### src/rtl/apb_slv_pkg.sv
// Shared types and address-check helper for APB completers.
// Holds the FSM state type, default sizing and the common error rule.
package apb_slv_pkg;

    typedef enum logic [1:0] {IDLE, WAIT, ACCESS} state_t;

    localparam int          NREGS_DEFAULT    = 8;
    localparam int          IDXW             = $clog2(NREGS_DEFAULT);
    localparam logic [31:0] ID_VALUE_DEFAULT = 32'hA5B0_0001;

    // Word 0 is read-only and the last word only accepts privileged writes.
    function automatic logic addr_err(input logic [63:0] paddr,
                                      input logic        pwrite,
                                      input logic        pprot_priv,
                                      input int          nregs);
        logic [63:0] word;
        word = paddr >> 2;
        return (paddr[1:0] != 2'b00)
            || (paddr >= 64'(nregs) * 64'd4)
            || (pwrite && (word == '0))
            || (pwrite && !pprot_priv && (word == 64'(nregs - 1)));
    endfunction

endpackage

### src/rtl/apb_slave_regfile_if.sv
// APB4 bus bundle between the bridge-side requester and a completer.
interface apb_slave_regfile_if #(
    parameter int ADDRWIDTH = 32,
    parameter int DATAWIDTH = 32
);
    logic                   pselx;
    logic                   penable;
    logic                   pwrite;
    logic [ADDRWIDTH-1:0]   paddr;
    logic [DATAWIDTH-1:0]   pwdata;
    logic [DATAWIDTH/8-1:0] pstrb;
    logic [2:0]             pprot;
    logic                   pready;
    logic                   pslverr;
    logic [DATAWIDTH-1:0]   prdata;

    modport master (
        output pselx, penable, pwrite, paddr, pwdata, pstrb, pprot,
        input  pready, pslverr, prdata
    );

    modport slave (
        input  pselx, penable, pwrite, paddr, pwdata, pstrb, pprot,
        output pready, pslverr, prdata
    );
endinterface

### src/rtl/apb_slv_decode.sv
// Combinational register index and error decode for APB completers.
module apb_slv_decode
    import apb_slv_pkg::*;
#(
    parameter int ADDRWIDTH = 32,
    parameter int NREGS     = NREGS_DEFAULT,
    localparam int IW       = $clog2(NREGS)
) (
    input  logic [ADDRWIDTH-1:0] paddr_i,
    input  logic                 pwrite_i,
    input  logic [2:0]           pprot_i,
    output logic [IW-1:0]        idx_o,
    output logic                 err_o
);

    // Only the privilege bit matters for this decode.
    logic unused_prot;
    assign unused_prot = ^pprot_i[2:1];

    assign idx_o = paddr_i[IW+1:2];
    assign err_o = addr_err(64'(paddr_i), pwrite_i, pprot_i[0], NREGS);

endmodule

### src/rtl/apb_slave_regfile.sv
// APB4 completer with a small word-addressed register file and ID word.
// Define APB_SLV_WAIT_EN to insert WAIT_CYCLES wait states per transfer.
module apb_slave_regfile
    import apb_slv_pkg::*;
#(
    parameter int          DATAWIDTH   = 32,
    parameter int          ADDRWIDTH   = 32,
    parameter int          NREGS       = NREGS_DEFAULT,
    parameter logic [31:0] ID_VALUE    = ID_VALUE_DEFAULT,
    parameter int          WAIT_CYCLES = 2
) (
    input  logic                pclk,
    input  logic                presetn,
    apb_slave_regfile_if.slave  apb
);

    localparam int IW    = $clog2(NREGS);
    localparam int NLANE = DATAWIDTH / 8;

    logic [IW-1:0]        idx;
    logic                 err;
    logic                 pready;
    logic                 wr_en;
    logic [DATAWIDTH-1:0] rd_word;
    logic [DATAWIDTH-1:0] regs_q [1:NREGS-1];

    apb_slv_decode #(
        .ADDRWIDTH (ADDRWIDTH),
        .NREGS     (NREGS)
    ) u_decode (
        .paddr_i  (apb.paddr),
        .pwrite_i (apb.pwrite),
        .pprot_i  (apb.pprot),
        .idx_o    (idx),
        .err_o    (err)
    );

`ifdef APB_SLV_WAIT_EN
    // state  | meaning
    // IDLE   | no transfer, waiting for a setup phase
    // WAIT   | access phase, counting down wait states
    // ACCESS | pready high for this single cycle
    state_t      state_q;
    logic [3:0]  cnt_q;
    logic        pready_q;

    always_ff @(posedge pclk or negedge presetn) begin
        if (!presetn) begin
            state_q  <= IDLE;
            cnt_q    <= '0;
            pready_q <= 1'b0;
        end else begin
            pready_q <= 1'b0;
            case (state_q)
                IDLE: begin
                    if (apb.pselx && !apb.penable) begin
                        if (WAIT_CYCLES == 0) begin
                            state_q  <= ACCESS;
                            pready_q <= 1'b1;
                        end else begin
                            state_q <= WAIT;
                            cnt_q   <= 4'(WAIT_CYCLES);
                        end
                    end
                end
                WAIT: begin
                    if (!apb.pselx) begin
                        state_q <= IDLE;
                        cnt_q   <= '0;
                    end else if (cnt_q == 4'd1) begin
                        // Hold at 1 until the requester shows penable.
                        if (apb.penable) begin
                            state_q  <= ACCESS;
                            cnt_q    <= '0;
                            pready_q <= 1'b1;
                        end
                    end else begin
                        cnt_q <= cnt_q - 4'd1;
                    end
                end
                ACCESS:  state_q <= IDLE;
                default: state_q <= IDLE;
            endcase
        end
    end

    assign pready = pready_q;
`else
    localparam int wait_unused = WAIT_CYCLES;

    // Gated by reset so every output reads 0 while presetn is low.
    assign pready = apb.pselx & apb.penable & presetn;
`endif

    assign wr_en = apb.pselx & apb.penable & pready & apb.pwrite & ~err;

    always_ff @(posedge pclk or negedge presetn) begin
        if (!presetn) begin
            for (int i = 1; i < NREGS; i++) begin
                regs_q[i] <= '0;
            end
        end else if (wr_en && (idx != '0)) begin
            for (int k = 0; k < NLANE; k++) begin
                if (apb.pstrb[k]) begin
                    regs_q[idx][8*k +: 8] <= apb.pwdata[8*k +: 8];
                end
            end
        end
    end

    always_comb begin
        rd_word = DATAWIDTH'(ID_VALUE);
        if (idx != '0) begin
            rd_word = regs_q[idx];
        end
    end

    assign apb.pready  = pready;
    assign apb.pslverr = pready & err;
    assign apb.prdata  = (pready && !apb.pwrite && !err) ? rd_word : '0;

endmodule

### src/flat_wrapper.sv
// flat-port wrapper written by rule: the top's interface ports become plain ports
module apb_slave_regfile_flat import apb_slv_pkg::*;
#(
    parameter int          DATAWIDTH   = 32,
    parameter int          ADDRWIDTH   = 32,
    parameter int          NREGS       = NREGS_DEFAULT,
    parameter logic [31:0] ID_VALUE    = ID_VALUE_DEFAULT,
    parameter int          WAIT_CYCLES = 2
)
  (pclk, presetn, apb_pselx, apb_penable, apb_pwrite, apb_paddr, apb_pwdata, apb_pstrb, apb_pprot, apb_pready, apb_pslverr, apb_prdata);
  apb_slave_regfile_if #(.ADDRWIDTH(ADDRWIDTH), .DATAWIDTH(DATAWIDTH)) apb_i ();
  input  logic pclk;
  input  logic presetn;
  input wire logic [$bits(apb_i.pselx)-1:0] apb_pselx;
  input wire logic [$bits(apb_i.penable)-1:0] apb_penable;
  input wire logic [$bits(apb_i.pwrite)-1:0] apb_pwrite;
  input wire logic [$bits(apb_i.paddr)-1:0] apb_paddr;
  input wire logic [$bits(apb_i.pwdata)-1:0] apb_pwdata;
  input wire logic [$bits(apb_i.pstrb)-1:0] apb_pstrb;
  input wire logic [$bits(apb_i.pprot)-1:0] apb_pprot;
  output wire logic [$bits(apb_i.pready)-1:0] apb_pready;
  output wire logic [$bits(apb_i.pslverr)-1:0] apb_pslverr;
  output wire logic [$bits(apb_i.prdata)-1:0] apb_prdata;
  assign apb_i.pselx = apb_pselx;
  assign apb_i.penable = apb_penable;
  assign apb_i.pwrite = apb_pwrite;
  assign apb_i.paddr = apb_paddr;
  assign apb_i.pwdata = apb_pwdata;
  assign apb_i.pstrb = apb_pstrb;
  assign apb_i.pprot = apb_pprot;
  assign apb_pready = apb_i.pready;
  assign apb_pslverr = apb_i.pslverr;
  assign apb_prdata = apb_i.prdata;
  apb_slave_regfile #(.DATAWIDTH(DATAWIDTH), .ADDRWIDTH(ADDRWIDTH), .NREGS(NREGS), .ID_VALUE(ID_VALUE), .WAIT_CYCLES(WAIT_CYCLES)) u_core (.pclk(pclk), .presetn(presetn), .apb(apb_i));
endmodule
### config.mk
export PLATFORM = sky130hd
export DESIGN_NAME = apb_slave_regfile_flat
export DESIGN_NICKNAME = d
export VERILOG_FILES = /design/src/rtl/apb_slv_pkg.sv /design/src/rtl/apb_slave_regfile_if.sv /design/src/rtl/apb_slv_decode.sv /design/src/rtl/apb_slave_regfile.sv /design/src/flat_wrapper.sv
export SDC_FILE = /design/constraint.sdc
export NUM_CORES = 1
export LEC_CHECK = 0
export BUFFER_PORTS_ARGS = -buffer_cell sky130_fd_sc_hd__buf_2
export CORE_MARGIN = 3
export CORE_UTILIZATION = 40
export DETAILED_ROUTE_END_ITERATION = 7
export PLACE_DENSITY = 0.66
export RECOVER_POWER = 25
export SETUP_SLACK_MARGIN = 0.3
export SLEW_MARGIN = 0
export SYNTH_ARGS = -nofsm -noshare
export SYNTH_HDL_FRONTEND = slang
export SYNTH_SLANG_ARGS = --single-unit
export TNS_END_PERCENT = 50
### constraint.sdc
create_clock -name pclk -period 2.2 [get_ports pclk]
set_clock_uncertainty 0.2 [all_clocks]
set_input_delay 0 -clock pclk [delete_from_list [all_inputs] [get_ports pclk]]
set_output_delay 0 -clock pclk [all_outputs]
set_load 0.02 [all_outputs]
Yosys cells after proc, flatten, opt, wreduce, memory -nomap -nowiden
Cells that the tools add are included.

$lt $le $gt $ge: 3. Equal/unequal tests: 1. Mux-type cells: 24. Bitwise logic cells: 8. Reduce and logical (&&, ||, !) cells: 16.

Operator list (number): 224-bit 2-to-1 mux (7); 224-bit bitwise mux (4); 32-bit demux with 3-bit select (4); 32-bit 2-to-1 mux (5); 32-bit binary-select mux with 3-bit select (1); 64-bit logical NOT (1); 32-bit by 6-bit greater-or-equal comparator with 1-bit output, second input constant (1); 30-bit by 3-bit equality test with 1-bit output, second input constant (1); 24-bit 2-to-1 mux (1); 16-bit 2-to-1 mux (1); 8-bit 2-to-1 mux (1); 1-bit logical AND (7); 1-bit AND (6); 4-bit greater-or-equal comparator, second input constant (1); 4-bit by 1-bit less-than comparator with 1-bit output, second input constant (1); 3-bit NOT with 4-bit output (1); 1-bit logical NOT (3); 1-bit logical OR (3); 3-bit nonzero test (1); 2-bit nonzero test (1); 1-bit NOT (1).

Bits in registers: 224. Input bits: 76. Logic and storage cells: 59.

Longest topological paths before layout
Gate-level depths: netlist of run 1.

Word-level depth: 16. Mapped depth: 8. Depth with buffers taken out: 5.

By module
From an unflattened synthesis of run 1, not the netlist that was laid out.

Cell total of the unflattened synthesis: 820. Area, all modules: 10651.5 sq um.

By module, submodules not included: apb_slave_regfile (instances 1, cells an instance 803, area each 10526.3 sq um, sequential area each 5605.4 sq um); apb_slv_decode (instances 1, cells an instance 17, area each 125.1 sq um, sequential area each 0.0 sq um).

Worst setup path after synthesis of run 1
OpenSTA, ideal clock, no wires.

Kind: input to register. Start point: input port apb_paddr[24]. End point: register u_core.regs_q[112] in the netlist's numbering. Setup time: 0.125 ns. Data arrival time: 1.714 ns. Path slack: 0.161 ns. Stages: 6. Buffers on the path: 2. Path through: nor4_2 > nand4_1 > buf_2 > buf_6 > nor4_4 > mux2_2.

Cells in the longest elaborated chain, start to end: 7. Elaborated cells between the ends (all ways): 11.

Ends and longest elaborated chain: from (decl) (RTL line flat_wrapper.sv:17) `input wire logic [$bits(apb_i.paddr)-1:0] apb_paddr;`; 32-bit by 6-bit greater-or-equal comparator with 1-bit output / 64-bit logical NOT (equally long branches) (RTL line apb_slv_pkg.sv:19, apb_slv_pkg.sv:20); 1-bit logical OR / 1-bit logical AND (equally long branches) (RTL line apb_slv_pkg.sv:19, apb_slv_pkg.sv:20); 1-bit logical OR (RTL line apb_slv_pkg.sv:20) `|| (pwrite && (word == '0))`; 1-bit logical OR (*) (RTL line apb_slv_pkg.sv:21) `|| (pwrite && !pprot_priv && (word == 64'(nregs - 1)));`; 1-bit NOT (*) (RTL line apb_slave_regfile.sv:95) `assign wr_en = apb.pselx & apb.penable & pready & apb.pwrite & ~err;`; 1-bit AND (*) (RTL line apb_slave_regfile.sv:95); 1-bit logical AND (*) (RTL line apb_slave_regfile.sv:102) `end else if (wr_en && (idx != '0)) begin`; to (signal, indexed assignment) (RTL line apb_slave_regfile.sv:105) `regs_q[idx][8*k +: 8] <= apb.pwdata[8*k +: 8];`; to (decl) (RTL line apb_slave_regfile.sv:25) `logic [DATAWIDTH-1:0] regs_q [1:NREGS-1];`.

Every way passes the cells marked *; elsewhere a longest branch is shown, timed or not. A chain may end at the register's enable or synchronous reset.

Final worst setup path of run 1
Start point: register u_core.regs_q[121] in the netlist's numbering. End point: output port apb_prdata[25].

Cells in the longest elaborated chain, start to end: 5.

Ends and longest elaborated chain: 32-bit binary-select mux with 3-bit select (RTL line apb_slave_regfile.sv:114) `rd_word = regs_q[idx];`; 32-bit 2-to-1 mux (not written as such) (2 in series) (RTL line apb_slave_regfile.sv:114); 32-bit 2-to-1 mux (RTL line apb_slave_regfile.sv:113) `if (idx != '0) begin`; 32-bit 2-to-1 mux (RTL line apb_slave_regfile.sv:120) `assign apb.prdata = (pready && !apb.pwrite && !err) ? rd_word : '0;`; to (decl) (RTL line flat_wrapper.sv:23) `output wire logic [$bits(apb_i.prdata)-1:0] apb_prdata;`.

No other way between the ends. The select of a mux whose other input is x is not followed.

==> results by group, run 1 <==
Timing
  – Hold Vio Cnt, Final: 0
  – Period utilization: 0.945
  – Max Slew Vio Count: 0
  – Slew at the pin closest to its max-slew limit: 1.43 ns
  – Max transition margin: 0.0493
  – Setup violators final: 0
  – Final min period: 2.08 ns
  – Peak Freq: 481 MHz
  – RSZ-0062 raised after global routing: true

Floorplan
  – IO Pins: 110
  – Die W: 171 µm
  – Initial Util: 0.413
  – CORE AREA: 26400 µm²
  – Die H: 171 µm
  – # rows: 59
  – Die Area: 29300 µm²

GRT
  – Largest net degree at the start of global routing: 154
  – Vias in the first global route: 8005
  – Met2 Use GR: 0.326
  – Top Usage Layer GRT: met2
  – M1 GR Usage: 0.270
  – First-pass GRT wire length: 45200 µm
  – Global-route usage over all layers: 0.196
  – Initial antenna violation count: 0
  – GRT met3 Usage: 0.0349
  – Gr ovfl total: 0

CTS
  – Clock latency on the worst-skew pair: 0.52 ns
  – Number of clock sinks: 224
  – Clock Tree Buf Depth: 3
  – CTS Buf Count: 26
  – Root Driver: clkbuf_16
  – H-tree depth: 1
  – TritonCTS clock tree: yes
  – Clock transition at path regs: 0.06 ns

Power
  – Switch share: 0.231
  – Peak VDD IR: 0.449 mV
  – Lkg Pwr: 6.96 nW
  – Reg power frac: 0.465
  – P_int: 0.00682 W
  – Switching pwr: 0.00205 W
  – Comb pwr share: 0.066
  – Power share of the clock group: 0.470
  – PD cells: 631 nW/µm²

Logic synthesis
  – Most common flop cell mapped by yosys: dfrtp_1
  – Synthesized cell area: 10900 µm²
  – Flops & latches, synth: 224
  – Synth warnings: 0
  – Post-Synth XOR/XNOR Area: 0
  – Number of synthesized flops with an enable pin: 0
  – Post-synthesis mux area share: 0.298
  – Part of the Yosys area used for sequential elements: 0.514
  – Post-Synth Adder-Cell Area: 0
  – Largest family of logic cells by synthesized area: multiplexers
  – Post-synthesis net count: 877
  – Simple-gate share of the synthesized area: 0.0912
  – FFs w/ async S/R, synth: 1.00
  – Unique masters post-synth: 51
  – Complex-gate fraction of the synthesized area: 0.0763
  – Syn_area_per_cell: 13.6 µm²
  – Synth Instances: 801

Critical path
  – CP max stage cell: dfrtp_1
  – Crit. End Element: output pin
  – Worst R2R Start: u_core.regs_q[84]
  – Critical Path Max Stage Delay: 0.37 ns
  – Critical path data arrival time: 1.88 ns
  – CP Buf/Inv Count: 2
  – Crit Path Max Fanout: 2
  – Crit start category: flop
  – Crit path from: u_core.regs_q[121]
  – Worst path cell trace: mux2_4 -> a221oi_2 -> a21o_1 -> a21oi_2 -> buf_4 -> buf_6
  – Crit path kind: flop to output pin
  – Critical Path RT: 2.00 ns
  – Crit path max-delay family: compound AO/OA/AOI/OAI gates

Final layout
  – Final core occ: 0.532
  – Fin area: 14100 µm²
  – Largest regs: u_core.regs_q (224)
  – Layout cell share with drive strength beyond 1: 0.521
  – Final net count: 1097
  – Area grow syn2layout: 28.9%
  – Max reg flops: 224
  – # diodes: 0
  – Largest register by flop count: u_core.regs_q

Route
  – Via Count: 7654
  – Routed length per instance: 21.0 µm
  – DR pass1 iterations: 5
  – Residual DRC: 0
  – Routed wire length: 28800 µm
  – Post-route ant nets: 0
  – Vias/cell: 5.57
  – Initial DRC Count: 457

Outcome
  – Status: finished clean

Placement
  – I/O Buffers: 107
  – Post-DP HPWL: 18900 µm
  – Dpl cell area: 12500 µm²
  – Gpl congestion: 0.810

Job
  – Max-cap viol count: 0

Hold path
  – Hold Path Class: input port to flop
  – Hold Startpoint: apb_penable
path summary, 6_finish.rpt:
kind	endpoint	slack, ns	cells past startpoint
max	apb_prdata[25]	0.12	6
min	u_core.regs_q[29]	0.08	5
max reg2reg	u_core.regs_q[84]	1.01	3
min reg2reg	u_core.regs_q[116]	0.29	1
max in group asynchronous	u_core.regs_q[41]	0.45	3
min in group asynchronous	u_core.regs_q[4]	0.23	3
placed cells by master (no fill, tap or decap), drive strengths merged, types with 2 or more instances in the layout:
master,count
nand4b,6
a22o,6
mux2i,25
a222oi,4
a21o,6
clkinv,7
a31oi,2
and3b,3
mux2,248
nand2b,2
nand3,17
nor2,21
dfrtp,224
o21ai,21
dlygate4sd3,38
nand2,25
or4,2
a21oi,25
nor3b,4
inv,11
nor3,8
a221o,12
buf,194
o2bb2ai,14
a22oi,11
a221oi,10
nand4,3
nor2b,9
nor4,21
mux4,9
clkbuf,40
final cells by class:
class,count,area (µm²)
inverter,12,45.0
timing repair buffer,234,1910
sequential,224,5610
multi-input combinational,523,5250
clock inverter,8,78.8
clock buffer,38,756
tap,335,419
fill,2228,12400
repair_timing:
item | 4_1_cts | 5_1_grt
hold buffers | 38 | 0
gates cloned | 0 | 1
gates resized for setup | 27 | 29
pin swaps | 12 | 21
endpoints found under the hold margin | 448 | 0
setup buffers | 5 | 8
setup endpoints to repair | 32 | 33
power groups by stage:
stage          Combinational, W  Sequential [W]  Clock [W]
2_1_floorplan          0.000186         0.00420          0
3_3_place_gp           0.000518         0.00420          0
3_5_place_dp           0.000520         0.00420          0
4_1_cts                0.000584         0.00412    0.00429
5_1_grt                0.000633         0.00412    0.00445
6_report               0.000582         0.00412    0.00417
kinds of logic (layout without fill, tap and decap cells):
| kind of cell | after synthesis | count (layout) |
|---|---|---|
| compound gates | 116 | 116 |
| buf+inv | 54 | 292 |
| flops | 224 | 224 |
| mux | 282 | 282 |
| simple gates | 125 | 125 |
per-layer routing:
layer | vias to the layer above | share of wire | routed length (µm)
li1 | 3470 | - | -
met1 | 3952 | 0.45 | 12900
met2 | 196 | 0.48 | 13800
met3 | 36 | 0.055 | 1600
met4 | 0 | 0.017 | 492
met5 | - | 0 | 0
synthesized netlist by cell type (8+ instances only):
library cell,n,share of area
a221oi_1,10,0.0080
inv_1,9,0.0031
mux2_2,246,0.25
nor2b_1,9,0.0052
buf_2,11,0.0050
buf_1,8,0.0028
a21oi_1,25,0.011
o2bb2ai_1,14,0.011
clkbuf_1,20,0.0069
nand3_1,16,0.0073
a221o_1,12,0.011
mux2i_1,25,0.023
nand2_1,25,0.0086
nor2_1,21,0.0072
a22oi_1,11,0.0076
nor4_4,15,0.029
o21ai_0,21,0.0096
mux4_2,9,0.019
dfrtp_1,224,0.51
tightest hold or removal path: stages:
cell and delay [ns]:
buf_2 0.10, nand3_2 0.13, or4_1 0.18, buf_4 0.21
mux2_2 0.17
metrics by stage:
step	std cells	TNS [ns]	power [W]	setup WS (ns)	hold slack, ns
4_1_cts	1365	0	0.00899	0.103	0.0627
2_1_floorplan	801	0	0.00438	0.257	-0.496
6_report	1374	0	0.00887	0.120	0.0760
3_3_place_gp	1276	-0.328	0.00471	-0.0432	0.00983
3_5_place_dp	1276	-0.181	0.00472	-0.0330	0.00834
5_1_grt	1374	0	0.00920	0.0185	0.0890
(Power assumes the default switching activity.)
==> run 2: changes to the inputs <==
- CAP_MARGIN: unset -> 30
- REMOVE_ABC_BUFFERS: unset -> 1
- SLEW_MARGIN: 0 -> 20
==> results by group, run 2 (synthesis results as in run 1) <==
Outcome
  – Status: finished clean

Floorplan
  – Die W: 171 µm (unchanged)
  – CORE AREA: 26400 µm² (unchanged)
  – Die Area: 29300 µm² (unchanged)
  – # rows: 59 (unchanged)
  – Die H: 171 µm (unchanged)
  – Initial Util: 0.413 (unchanged)
  – IO Pins: 110 (unchanged)

Critical path
  – Crit path kind: input port to flop
  – Crit start category: input port
  – CP max stage cell: clkbuf_1
  – Critical Path RT: 2.40 ns (+0.40 ns)
  – Critical path data arrival time: 2.23 ns (+0.35 ns)
  – R2R depth: 3 (unchanged)
  – Worst R2R Setup Slack: 0.99 ns (-0.02 ns)
  – Critical Path Max Stage Delay: 0.44 ns (+0.07 ns)
  – Worst path cell trace: clkbuf_1 -> nand3_1 -> clkbuf_1 -> inv_2 -> buf_4 -> and2_0 -> nand4b_1 -> clkbuf_1 -> mux2_2
  – Crit. End Element: flop
  – Crit Path Max Fanout: 8 (+6)
  – FF-to-FF End: u_core.regs_q[71]
  – Most Frequent Cell on Critical Path: clkbuf_1
  – Crit path max-delay family: buffers and inverters
  – Worst R2R Start: u_core.regs_q[71]
  – CP Buf/Inv Count: 5 (+3)

GRT
  – Initial antenna violation count: 1 (+1)
  – Global-route usage over all layers: 0.196 (-0.000588)
  – Largest net degree at the start of global routing: 98 (-36%)
  – Gr ovfl total: 0 (unchanged)
  – First-pass GRT wire length: 45100 µm (about the same)
  – Vias in the first global route: 7860 (-1.8%)

Final layout
  – Largest regs: u_core.regs_q (224)
  – Commonest non-fill, non-tap cell in the layout: mux2_2
  – Largest register by flop count: u_core.regs_q
  – Final net count: 1096 (-0.091%)
  – Max reg flops: 224 (unchanged)
  – Area grow syn2layout: 30.4%
  – Fin area: 14200 µm² (+1.1%)
  – # diodes: 0 (unchanged)
  – Layout cell share with drive strength beyond 1: 0.532 (+0.0112)
  – Commonest cells after routing, fill and taps aside: mux2_2, dfrtp_1, buf_4

Timing
  – Hold Vio Cnt, Final: 0 (unchanged)
  – Setup violators final: 0 (unchanged)
  – RSZ-0062 raised after global routing: true
  – Max transition margin: 0.449 (+0.400)
  – Period utilization: 0.926 (-0.0193)
  – Slew at the pin closest to its max-slew limit: 0.826 ns (-0.600 ns)
  – Post-Route Setup TNS: 0 ns (unchanged)
  – Peak Freq: 491 MHz (+2.1%)
  – Hold slack: 0.110 ns (+0.0342 ns)
  – Final min period: 2.04 ns (-0.0424 ns)
  – Max Slew Vio Count: 0 (unchanged)

Route
  – Initial DRC Count: 476 (+4.2%)
  – Routed wire length: 29300 µm (+1.9%)
  – Vias/cell: 5.57 (about the same)
  – Via Count: 7637 (-0.22%)
  – Routed length per instance: 21.4 µm (+2.1%)
  – DR pass1 iterations: 4 (-1)
  – Residual DRC: 0 (unchanged)
  – Post-route ant nets: 0 (unchanged)

CTS
  – H-tree depth: 1 (unchanged)
  – Clock transition at path regs: 0.06 ns (about the same)
  – Clock latency on the worst-skew pair: 0.51 ns (about the same)
  – CTS Buf Count: 24 (-7.7%)
  – Root Driver: clkbuf_16
  – Number of clock sinks: 224 (unchanged)
  – TritonCTS clock tree: yes
  – Clock Tree Buf Depth: 3 (unchanged)

Hold path
  – Hold depth: 6 (+1)
  – Worst Hold End: u_core.regs_q[100]
  – Hold Startpoint: apb_paddr[3]
  – Hold Path Class: input port to flop

Placement
  – Dpl cell area: 12500 µm² (about the same)
  – Gpl congestion: 0.813 (+0.33%)
  – Post-DP HPWL: 19400 µm (+2.3%)
  – I/O Buffers: 107 (unchanged)

Power
  – Lkg Pwr: 6.94 nW (-0.23%)
  – Peak VDD IR: 0.475 mV (+5.7%)
  – Total power: 0.00861 W (-3.0%)
  – PD cells: 605 nW/µm² (-4.1%)

Job
  – Max-cap viol count: 0 (unchanged)
[run 2: changes by cell type in the layout (fill, tap and decap cells not counted), moves of 4 or more]
cell      change
o21ai_1       +4
a21oi_1       -7
clkbuf_2      +6
buf_6        +10
buf_2        -15
nor2_1        -6
clkbuf_1      +5
buf_4         -6
a21oi_4       +5
[run 2: stage by stage]
step | cells | worst slack [ns] | utilization
2_1_floorplan | 759 | -2.01 | -
3_5_place_dp | 1285 | -0.0839 | 0.474
3_3_place_gp | 1285 | -0.0869 | 0.474
5_1_grt | 1371 | 0.0523 | 0.538
6_report | 1371 | 0.163 | 0.538
4_1_cts | 1365 | 0.166 | 0.521
[run 2: worst max path at each step]
stage                             start            endpoint  slack (ns)  cells after the start
final                           presetn  u_core.regs_q[223]        0.16                      9
after global routing            presetn  u_core.regs_q[216]        0.05                      9
after CTS                 apb_paddr[17]       apb_prdata[2]        0.17                      8
after detailed placement  apb_paddr[13]  u_core.regs_q[111]       -0.08                      8
after global placement    apb_paddr[17]  u_core.regs_q[180]       -0.09                      8
after floorplan           apb_paddr[17]       apb_prdata[3]       -2.01                      4
[run 2: cell type report]
type                            instances  area (µm²)
Inverter                               12        45.0
Sequential cell                       224        5610
Multi-Input combinational cell        523        5370
Clock inverter                          2        10.0
Tap cell                              335         419
Clock buffer                           40         752
Timing Repair Buffer                  235        2020
Fill cell                            2210       12200
[run 2: repair_timing]
item,CTS,global route
setup buffers,1,3
gates resized for setup,28,103
setup endpoints to repair,32,78
hold endpoints to repair,305,0
pin swaps,5,31
hold buffers,37,0
gates cloned,0,3
[run 2: metal layers]
| metal | vias up | global-route usage | wire (µm) |
|---|---|---|---|
| met5 | - | 0 | 13 |
| met4 | 2 | 0.0486 | 650 |
| met3 | 40 | 0.0307 | 1600 |
| met2 | 163 | 0.310 | 14100 |
| met1 | 3959 | 0.283 | 13000 |
| li1 | 3473 | - | - |
[run 2: worst register-to-register path: cells and delay by family, from the launching register on]
| kind | cells | cell delay [ns] |
|---|---|---|
| muxes | 1 | 0.25 |
| buffers and inverters | 2 | 0.26 |
| DFF | 1 | 0.39 |
[run 2: report_power, final]
group             switching (W)  internal [W]
combinational          0.000388      0.000218
sequential     0.00000000000114       0.00412
clock                   0.00157       0.00231
total                   0.00196       0.00665
==> run 3: changes to the inputs <==
- ABC_AREA: unset -> 1
- PLACE_DENSITY: 0.66 -> 0.65
==> results by group, run 3 <==
Final layout
  – Area grow syn2layout: 21.9%
  – Layout cell share with drive strength beyond 1: 0.146 (-0.386)
  – # diodes: 0 (unchanged)
  – Fin area: 14900 µm² (+5.1%)
  – Commonest non-fill, non-tap cell in the layout: nand2_1
  – Max reg flops: 224 (unchanged)
  – Commonest cells after routing, fill and taps aside: nand2_1, dfrtp_1, inv_1
  – Largest register by flop count: u_core.regs_q
  – Final net count: 1773 (+62%)
  – Final core occ: 0.499 (-0.0392)
  – Largest regs: u_core.regs_q (224)
  – Fin cells: 2104 (+53%)

GRT
  – Largest net degree at the start of global routing: 97 (-1.0%)
  – First-pass GRT wire length: 61600 µm (+36%)
  – Gr ovfl total: 0 (unchanged)
  – Vias in the first global route: 11000 (+40%)
  – Global-route usage over all layers: 0.229 (+0.0332)
  – Initial antenna violation count: 0 (-1)

Logic synthesis
  – Part of the Yosys area used for sequential elements: 0.457 (-0.0568)
  – Synth Instances: 1566 (+96%)
  – Complex-gate fraction of the synthesized area: 0.164 (+0.0874)
  – Area contributors post-synth: dfrtp_1, nand2_1, o21bai_1
  – Synth top area share: 0.457 (-0.0568)
  – Largest area contributor in the netlist: dfrtp_1
  – Cell with the most instances after synthesis: nand2_1
  – Simple-gate share of the synthesized area: 0.271 (+0.180)
  – Flops & latches, synth: 224 (unchanged)
  – Most common flop cell mapped by yosys: dfrtp_1
  – Post-synthesis mux area share: 0 (-0.298)
  – Post-Synth Adder-Cell Area: 0 (unchanged)
  – Largest family of logic cells by synthesized area: simple AND/OR/NAND/NOR gates
  – Syn_area_per_cell: 7.83 µm² (-42%)
  – Synthesized cell area: 12300 µm² (+12%)
  – Unique masters post-synth: 32 (-37%)
  – Synth warnings: 0 (unchanged)
  – Number of synthesized flops with an enable pin: 0 (unchanged)
  – FFs w/ async S/R, synth: 1.00 (unchanged)
  – Post-Synth XOR/XNOR Area: 0 (unchanged)
  – Post-synth top cells: nand2_1, dfrtp_1, inv_1

Route
  – Routed length per instance: 18.7 µm (-13%)
  – Initial DRC Count: 1293 (+170%)
  – Post-route ant nets: 0 (unchanged)
  – DR pass1 iterations: 5 (+1)
  – Vias/cell: 5.55 (-0.31%)
  – Via Count: 11700 (+53%)
  – Routed wire length: 39400 µm (+34%)
  – Residual DRC: 0 (unchanged)

Critical path
  – R2R depth: 3 (unchanged)
  – Critical Path RT: 2.00 ns (-0.40 ns)
  – Crit. End Element: output pin
  – Worst R2R Setup Slack: 1.25 ns (+0.26 ns)
  – Critical path data arrival time: 1.79 ns (-0.44 ns)
  – CP Buf/Inv Count: 5 (unchanged)
  – Crit start category: input port
  – Crit Path Max Fanout: 16 (+8)
  – Crit path max-delay family: buffers and inverters
  – FF-to-FF End: u_core.regs_q[62]
  – Worst R2R Start: u_core.regs_q[62]
  – Crit path kind: input port to output pin
  – CP max stage cell: dlygate4sd3_1
  – Worst path cell trace: buf_8 -> dlygate4sd3_1 -> nand3_2 -> inv_1 -> nand3_4 -> clkbuf_16 -> nor2_1 -> buf_2
  – Critical Path Max Stage Delay: 0.65 ns (+0.21 ns)

Timing
  – Final min period: 1.99 ns (-0.0522 ns)
  – Hold Vio Cnt, Final: 4 (+4)
  – Max transition margin: 0.194 (-0.255)
  – Peak Freq: 504 MHz (+2.6%)
  – Hold slack: -0.00821 ns (-0.118 ns)
  – RSZ-0062 raised after global routing: true
  – Slew at the pin closest to its max-slew limit: 1.21 ns (+0.381 ns)
  – Max Slew Vio Count: 0 (unchanged)
  – Period utilization: 0.902 (-0.0237)
  – Setup violators final: 0 (unchanged)

Power
  – Total power: 0.00911 W (+5.8%)
  – Peak VDD IR: 0.593 mV (+25%)
  – Lkg Pwr: 7.09 nW (+2.1%)
  – PD cells: 609 nW/µm² (+0.71%)

Placement
  – Dpl cell area: 13400 µm² (+7.1%)
  – Placed Cells: 2000 (+56%)
  – I/O Buffers: 107 (unchanged)
  – Gpl congestion: 0.829 (+2.0%)
  – Post-DP HPWL: 21900 µm (+13%)

Floorplan
  – CORE AREA: 30000 µm² (+13%)
  – Die W: 181 µm (+5.8%)
  – IO Pins: 110 (unchanged)
  – Die Area: 32800 µm² (+12%)
  – Initial Util: 0.409 (-0.00331)
  – # rows: 63 (+6.8%)
  – Die H: 181 µm (+5.8%)

Outcome
  – Failing checks: negative hold slack
  – Status: finished with violations

CTS
  – Root Driver: clkbuf_16
  – H-tree depth: 1 (unchanged)
  – Clock Tree Buf Depth: 3 (unchanged)
  – Number of clock sinks: 224 (unchanged)
  – Clock transition at path regs: 0.06 ns (about the same)
  – CTS Buf Count: 25 (+4.2%)
  – TritonCTS clock tree: yes
  – Clock latency on the worst-skew pair: 0.52 ns (about the same)

Hold path
  – Worst Hold End: u_core.regs_q[52]
  – Hold depth: 6 (unchanged)
  – Hold Startpoint: apb_paddr[3]
  – Hold Path Class: input port to flop

Job
  – Max-cap viol count: 0 (unchanged)
run 3: cell types whose count changed after synthesis, sizes merged, moves of 47 or more:
cell    delta
nor2      +47
nand2    +324
inv      +185
o21bai   +168
buf       +50
nand4     +60
mux2     -248
nand3    +169
nor3      +54
run 3: logic make-up after synthesis:
logic type	after synthesis
flops	224
simple gates	737
compound gates	287
buf+inv	318
run 3: worst reg2reg max path, delay by kind of cell (launching register included):
family                 cells  cell delay (ns)
and+or+nand+nor            2             0.10
DFF                        1             0.40
buffers and inverters      1             0.15
run 3: timing repair:
action	CTS	global route
hold endpoints to repair	384	257
hold buffers	53	1
setup endpoints to repair	32	118
buffers inserted	0	4
pin swaps	4	9
cloned	0	1
resized for setup	8	23
run 3: worst max path at each step:
stage,from,endpoint,slack [ns],cells after the start
2_1_floorplan,presetn,u_core.regs_q[0],-2.80,6
3_3_place_gp,apb_paddr[4],u_core.regs_q[132],0.18,10
3_5_place_dp,apb_paddr[4],u_core.regs_q[86],0.16,10
4_1_cts,u_core.regs_q[213],apb_prdata[21],0.23,5
5_1_grt,presetn,u_core.regs_q[181],0.1,4
6_report,presetn,apb_prdata[31],0.21,8
run 3: per-layer routing:
metal  up-vias  track usage  routed length [µm]
met2       448        0.372               18700
met4         0       0.0491                 997
li1       5460            -                   -
met5         -            0                   0
met3        79       0.0250                2550
met1      5697        0.331               17200
run 3: report_power, final:
part	total (W)	leakage (nW)	switching [W]	internal (W)
Sequential	0.00412	2.25	0.00000000000108	0.00412
Combinational	0.000796	4.44	0.000539	0.000257
Clock	0.00419	0.394	0.00170	0.00249
run 3: final cells by class:
type,instances,area [µm²]
Timing Repair Buffer,223,1830
Clock buffer,38,724
Clock inverter,6,82.6
Multi-Input combinational cell,1024,5470
Inverter,199,751
Sequential cell,224,5610
Fill cell,2911,15000
Tap cell,390,488
run 3: through the flow:
step	setup slack [ns]	setup TNS [ns]
2_1_floorplan	-2.80	-567.20
5_1_grt	0.0980	0
3_3_place_gp	0.180	0
3_5_place_dp	0.164	0
4_1_cts	0.226	0
6_report	0.215	0
